==> src/rtl/voice_pkg.sv <==
// Constants and state type shared by the PDM sampler and the record/playback controller.
package voice_pkg;

  localparam int SAMPLE_FREQ       = 10_000;
  localparam int PDM_CLK_FREQ      = 2_400_000;
  localparam int CLOCKS_PER_SAMPLE = PDM_CLK_FREQ / SAMPLE_FREQ;
  localparam int SAMPLES_PER_WORD  = 4;

  typedef enum logic [1:0] {
    ST_IDLE   = 2'd0,
    ST_RECORD = 2'd1,
    ST_PLAY   = 2'd2
  } voice_state_t;

endpackage

==> src/rtl/play_unpacker.sv <==
// Playback pacing: splits RAM words into samples, one every clocks_per_sample clocks,
// with a one-word holding register so the next word is fetched during the last byte.
module play_unpacker
  import voice_pkg::*;
#(
  parameter int sample_w          = 8,
  parameter int clocks_per_sample = CLOCKS_PER_SAMPLE
) (
  input  logic                  clk,
  input  logic                  rst,
  input  logic                  clear,
  input  logic                  rd_issued,
  input  logic [4*sample_w-1:0] rdata,
  output logic [sample_w-1:0]   play_sample,
  output logic                  play_valid,
  output logic                  prefetch_req,
  output logic                  done
);

  localparam int word_w  = SAMPLES_PER_WORD * sample_w;
  localparam int timer_w = $clog2(clocks_per_sample);
  localparam logic [timer_w-1:0] timer_max = timer_w'(clocks_per_sample - 1);

  logic [timer_w-1:0] timer_q;
  logic [1:0]         idx_q;
  logic [word_w-1:0]  cur_q;
  logic [word_w-1:0]  hold_q;
  logic               hold_v_q;
  logic               active_q;
  logic               rd_valid_q;
  logic               tc;
  logic               emit_cur;
  logic               emit_hold;

  // idx_q is the next byte of cur_q to emit; 0 means the current word is used up
  assign tc           = active_q && (timer_q == '0);
  assign emit_cur     = tc && (idx_q != 2'd0);
  assign emit_hold    = tc && (idx_q == 2'd0) && hold_v_q;
  assign done         = tc && (idx_q == 2'd0) && !hold_v_q;
  assign prefetch_req = emit_cur && (idx_q == 2'd3);

  always_ff @(posedge clk or posedge rst) begin
    if (rst) begin
      timer_q     <= '0;
      idx_q       <= '0;
      cur_q       <= '0;
      hold_q      <= '0;
      hold_v_q    <= 1'b0;
      active_q    <= 1'b0;
      rd_valid_q  <= 1'b0;
      play_sample <= '0;
      play_valid  <= 1'b0;
    end else if (clear) begin
      timer_q    <= '0;
      idx_q      <= '0;
      hold_v_q   <= 1'b0;
      active_q   <= 1'b0;
      rd_valid_q <= 1'b0;
      play_valid <= 1'b0;
    end else begin
      play_valid <= 1'b0;
      rd_valid_q <= rd_issued;

      if (active_q) begin
        timer_q <= tc ? timer_max : timer_q - 1'b1;
      end

      // First word goes straight out; later words wait in the holding register
      if (rd_valid_q && !active_q) begin
        play_sample <= rdata[word_w-1 -: sample_w];
        play_valid  <= 1'b1;
        cur_q       <= rdata << sample_w;
        idx_q       <= 2'd1;
        timer_q     <= timer_max;
        active_q    <= 1'b1;
      end else if (rd_valid_q) begin
        hold_q   <= rdata;
        hold_v_q <= 1'b1;
      end

      if (emit_cur) begin
        play_sample <= cur_q[word_w-1 -: sample_w];
        play_valid  <= 1'b1;
        cur_q       <= cur_q << sample_w;
        idx_q       <= idx_q + 2'd1;
      end

      if (emit_hold) begin
        play_sample <= hold_q[word_w-1 -: sample_w];
        play_valid  <= 1'b1;
        cur_q       <= hold_q << sample_w;
        idx_q       <= 2'd1;
        hold_v_q    <= 1'b0;
      end

      if (done) begin
        active_q <= 1'b0;
      end
    end
  end

endmodule

==> src/rtl/voice_rec_ctrl.sv <==
// Record/playback controller between the PDM sampler and the sample RAM.
//   state     | meaning
//   ST_IDLE   | waiting for rec_start / play_start
//   ST_RECORD | sampler enabled, each sampler word written at the next address
//   ST_PLAY   | words read back from address 0 and paced out by play_unpacker
module voice_rec_ctrl
  import voice_pkg::*;
#(
  parameter int addr_w            = 14,
  parameter int sample_w          = 8,
  parameter int clocks_per_sample = CLOCKS_PER_SAMPLE
) (
  input  logic                  clk,
  input  logic                  rst,
  input  logic                  rec_start,
  input  logic                  rec_stop,
  input  logic                  play_start,
  input  logic                  play_stop,
  input  logic [4*sample_w-1:0] ram_data,
  input  logic                  ram_wr,
  output logic                  count_en,
  output logic [addr_w-1:0]     mem_addr,
  output logic [4*sample_w-1:0] mem_wdata,
  output logic                  mem_we,
  output logic                  mem_re,
  input  logic [4*sample_w-1:0] mem_rdata,
  output logic [sample_w-1:0]   play_sample,
  output logic                  play_valid,
  output logic [addr_w:0]       rec_len,
  output logic                  busy
);

  localparam logic [addr_w-1:0] last_addr = '1;

  voice_state_t      state_q;
  voice_state_t      state_d;
  logic [addr_w-1:0] wr_addr_q;
  logic [addr_w:0]   rd_addr_q;
  logic              start_rec;
  logic              start_play;
  logic              wr_word;
  logic              read_next;
  logic              unp_clear;
  logic              pf_req;
  logic              play_done;

  always_comb begin
    state_d    = state_q;
    start_rec  = 1'b0;
    start_play = 1'b0;
    wr_word    = 1'b0;
    unique case (state_q)
      ST_IDLE: begin
        if (rec_start) begin
          state_d   = ST_RECORD;
          start_rec = 1'b1;
        end else if (play_start && (rec_len != '0)) begin
          state_d    = ST_PLAY;
          start_play = 1'b1;
        end
      end
      ST_RECORD: begin
        wr_word = ram_wr;
        if (rec_stop || (ram_wr && (wr_addr_q == last_addr))) begin
          state_d = ST_IDLE;
        end
      end
      ST_PLAY: begin
        if (play_stop || play_done) begin
          state_d = ST_IDLE;
        end
      end
      default: state_d = ST_IDLE;
    endcase
  end

  // A prefetch beyond the recorded length is simply not issued; the unpacker then ends playback
  assign read_next = (state_q == ST_PLAY) && !play_stop && pf_req && (rd_addr_q != rec_len);
  assign unp_clear = (state_q != ST_PLAY) || play_stop;
  assign count_en  = (state_q == ST_RECORD);
  assign busy      = (state_q != ST_IDLE);

  always_ff @(posedge clk or posedge rst) begin
    if (rst) begin
      state_q <= ST_IDLE;
    end else begin
      state_q <= state_d;
    end
  end

  always_ff @(posedge clk or posedge rst) begin
    if (rst) begin
      wr_addr_q <= '0;
      rd_addr_q <= '0;
      rec_len   <= '0;
      mem_addr  <= '0;
      mem_wdata <= '0;
      mem_we    <= 1'b0;
      mem_re    <= 1'b0;
    end else begin
      mem_we <= 1'b0;
      mem_re <= 1'b0;

      if (start_rec) begin
        wr_addr_q <= '0;
        rec_len   <= '0;
      end

      if (wr_word) begin
        mem_we    <= 1'b1;
        mem_wdata <= ram_data;
        mem_addr  <= wr_addr_q;
        wr_addr_q <= wr_addr_q + 1'b1;
        rec_len   <= rec_len + 1'b1;
      end

      if (start_play) begin
        mem_re    <= 1'b1;
        mem_addr  <= '0;
        rd_addr_q <= {{addr_w{1'b0}}, 1'b1};
      end

      if (read_next) begin
        mem_re    <= 1'b1;
        mem_addr  <= rd_addr_q[addr_w-1:0];
        rd_addr_q <= rd_addr_q + 1'b1;
      end
    end
  end

  play_unpacker #(
    .sample_w          (sample_w),
    .clocks_per_sample (clocks_per_sample)
  ) u_unpacker (
    .clk          (clk),
    .rst          (rst),
    .clear        (unp_clear),
    .rd_issued    (mem_re),
    .rdata        (mem_rdata),
    .play_sample  (play_sample),
    .play_valid   (play_valid),
    .prefetch_req (pf_req),
    .done         (play_done)
  );

endmodule

==> config.mk <==
export PLATFORM = sky130hd
export DESIGN_NAME = voice_rec_ctrl
export DESIGN_NICKNAME = d
export VERILOG_FILES = /design/src/rtl/voice_pkg.sv /design/src/rtl/play_unpacker.sv /design/src/rtl/voice_rec_ctrl.sv
export SDC_FILE = /design/constraint.sdc
export NUM_CORES = 1
export LEC_CHECK = 0
export ABC_AREA = 1
export BUFFER_PORTS_ARGS = -buffer_cell sky130_fd_sc_hd__buf_2
export CAP_MARGIN = 5
export CORE_ASPECT_RATIO = 1.25
export CORE_MARGIN = 3
export CORE_UTILIZATION = 40
export DETAILED_ROUTE_END_ITERATION = 8
export GPL_ROUTABILITY_DRIVEN = 0
export MAX_ROUTING_LAYER = met4
export PLACE_DENSITY = 0.63
export SLEW_MARGIN = 20
export SYNTH_ARGS = -nofsm -noshare
export SYNTH_HDL_FRONTEND = slang
export SYNTH_SLANG_ARGS = --single-unit
==> constraint.sdc <==
create_clock -name clk -period 11.15 [get_ports clk]
set_input_delay 1.6725 -clock clk [delete_from_list [all_inputs] [get_ports clk]]
set_output_delay 1.6725 -clock clk [all_outputs]
set_load 0.1 [all_outputs]
==> results.cfg <==
[worst_setup_path]
worstRegToRegCells = 9
worstSetupPathType = in -> reg
crit_start = play_stop
r2r_start = u_unpacker.timer_q[0]
endpoint_kind = flip-flop
rr_endpoint = rd_addr_q[1]
crit_required_ps = 11420
r2r_setup_slack_ps = 8520
start_kind = input pin
crit_fanout = 56
arrival_ps = 3750

[clock_network]
cts_buffer_depth = 2
cts_root_buf = clkbuf_16
postCtsHoldBufs = 0
postCtsResizedCells = 0
htreeDepth = 4
cts_tree = built
post_cts_buffers = 0
clock-sinks = 172
clkTransAtPathRegs_ps = 70
numCtsBuffers = 17
clkLatencyLatePin_ps = 430

[floorplan]
start_util_pct = 40.8
io-pin-count = 145
fp.dieH_um = 172
coreArea_mm2 = 0.0215
fp-row-count = 60
die_x_um = 139
dieArea_mm2 = 0.0238

[power_and_ir_drop]
powerDensity_mw_per_mm2 = 235
p_leak_uw = 0.00568
totalPowerFinal_uw = 2380
vdd_drop_max_uv = 251

[global_route]
gr-total-overflow = 0
grt_usage_pct = 19.2
grt_max_degree = 109
grt_pass1_vias = 7215
antenna_found_initial = 0
grt_pass1_wl_mm = 36.5

[placement]
dpl_cell_area_mm2 = 0.00954
port_buffers = 144
placed_cells = 1519
dpl.hpwl_mm = 15.0

[route]
viasPerCell = 4.90
ant_nets = 0
num_vias = 7606
dr.pass1.iters = 6
wl_per_cell_um = 14.1
drtIter0Drc = 583
routed_wl_mm = 21.9
drc = 0

[logic_synthesis]
synth-seq-cells = 172
syn_area_per_cell_um2 = 7.70
synthXorXnorAreaFrac_pct = 1.60
synth_largest_area_cell = dfrtp_1
synthMuxAreaShare_pct = 0.228
synth_cell_types = 41
synth.area.top_cells = dfrtp_1, nand2_1, inv_1, nand3_1, o21ai_0
synth_compound_area_share_pct = 9.50
synthArstFlopShare_pct = 100
synth_commonest_cells = nand2_1, dfrtp_1, inv_1
synthesis.area_mm2 = 0.00878
synthCells = 1141
synthSimpleGateAreaFrac_pct = 29.9
syn-num-nets = 1219
synth-edff-count = 0
yosysSeqAreaShare_pct = 49.0
synth.most_common_cell = nand2_1
synthFlopType = dfrtp_1
synthAdderAreaFrac_pct = 0.997
yosysWarningCount = 0
synth_top_area_share_pct = 49.0
synth_top_family_by_area = simple AND/OR/NAND/NOR gates

[outcome]
status = completed

[timing]
hold-worst-slack_ps = 472
period_needed_ps = 3480
max_freq_mhz = 288
period_share_pct = 31.2
final_hold_viol_count = 0
clock_skew_ps = 12.0
finalSetupTns_ps = 0
tightest_slew_ps = 909
rsz0062_at_grt = false
slew-limit-headroom_pct = 39.4
setup_viol = 0
slew_viol_final = 0

[final_layout]
postLayoutCellArea_mm2 = 0.0101
area_growth_syn_to_layout_pct = 15.3
layout.filler_cells = 2200
final_cells = 1552
nets = 1337
drive_gt1_share_pct = 16.7

[worst_hold_path]
whs_path_depth = 2
hold_start = mem_wdata[26]
hold_path.class = reg -> reg
min_to = mem_wdata[26]

[run]
drv_cap = 0
[worst max-delay path: stages]
cell and delay [ps]:
buf_2 100, nor3_2 640, inv_2 210, nor3_4 380, inv_2 450, nand2_1 180, o21ai_0 90
[routing by layer]
metal / share of wire, % / GRT usage (%) / vias up
met1: 44 / 24.3 / 3582
met5: 0 / - / -
met3: 4.0 / 2.59 / 23
met4: 1.6 / 6.06 / 0
li1: - / - / 3821
met2: 50 / 32.3 / 180
[final cells by class]
cell class                 count  area (µm²)  area share, %
sequential                   172        4300           42.5
multi-input combinational    807        3710           36.7
timing repair buffer         147         743           7.34
inverter                     114         440           4.35
clock buffer                  17         425           4.20
tap                          279         349           3.45
clock inverter                15         148           1.46
antenna                        1        2.50         0.0247
[power breakdown]
group          switching (µW)  internal, µW  leakage (µW)
Combinational             786           177       0.00310
Clock                     273           316      0.000287
Sequential                101           729       0.00230
[registers in the layout (all words and copies together), names as in the netlist, 8 cells and up]
name                    cells
rd_addr_q                  15
u_unpacker.cur_q           24
wr_addr_q                  14
u_unpacker.hold_q          32
rec_len                    15
mem_addr                   14
mem_wdata                  32
u_unpacker.timer_q          8
u_unpacker.play_sample      8
[layout by cell type (no fill, tap or decap), types with 4 or more instances in the layout]
cell       Yosys  final
a21oi_1       11     11
buf_2         11    144
clkbuf_16      0     17
dfrtp_1      172    172
ha_1           7      7
inv_1        109    108
inv_2          4      4
inv_6          0     10
nand2_1      485    485
nand2_4        6      6
nand3_1       68     68
nand4_1        6      6
nor2_1        49     49
nor3_1        10     10
o21ai_0       58     58
o21ai_1       48     48
o22ai_1        7      7
o22ai_2        9      9
xor2_1        14     14
[how the worst max path moves through the flow]
stage | endpoint | slack (ps) | cells after the start
2_1_floorplan | mem_addr[0] | 4820 | 1
3_5_place_dp | u_unpacker.hold_q[26] | 7230 | 7
4_1_cts | u_unpacker.hold_q[22] | 7670 | 7
6_report | u_unpacker.hold_q[26] | 7670 | 7
3_3_place_gp | u_unpacker.hold_q[28] | 7300 | 7
5_1_grt | u_unpacker.hold_q[26] | 7380 | 7
[metrics by stage]
stage | setup WS [ps] | util, %
after floorplan | 4820 | -
after detailed placement | 7230 | 44.3
after global placement | 7300 | 44.3
after global routing | 7380 | 47.0
final | 7670 | 47.0
after CTS | 7670 | 47.0
[cells by family after synthesis]
group	Yosys count
simple gates	637
fa+ha+maj	7
flops	172
xor+xnor	16
buf+inv	162
compound gates	145
mux	2
(Power assumes the default switching activity.)
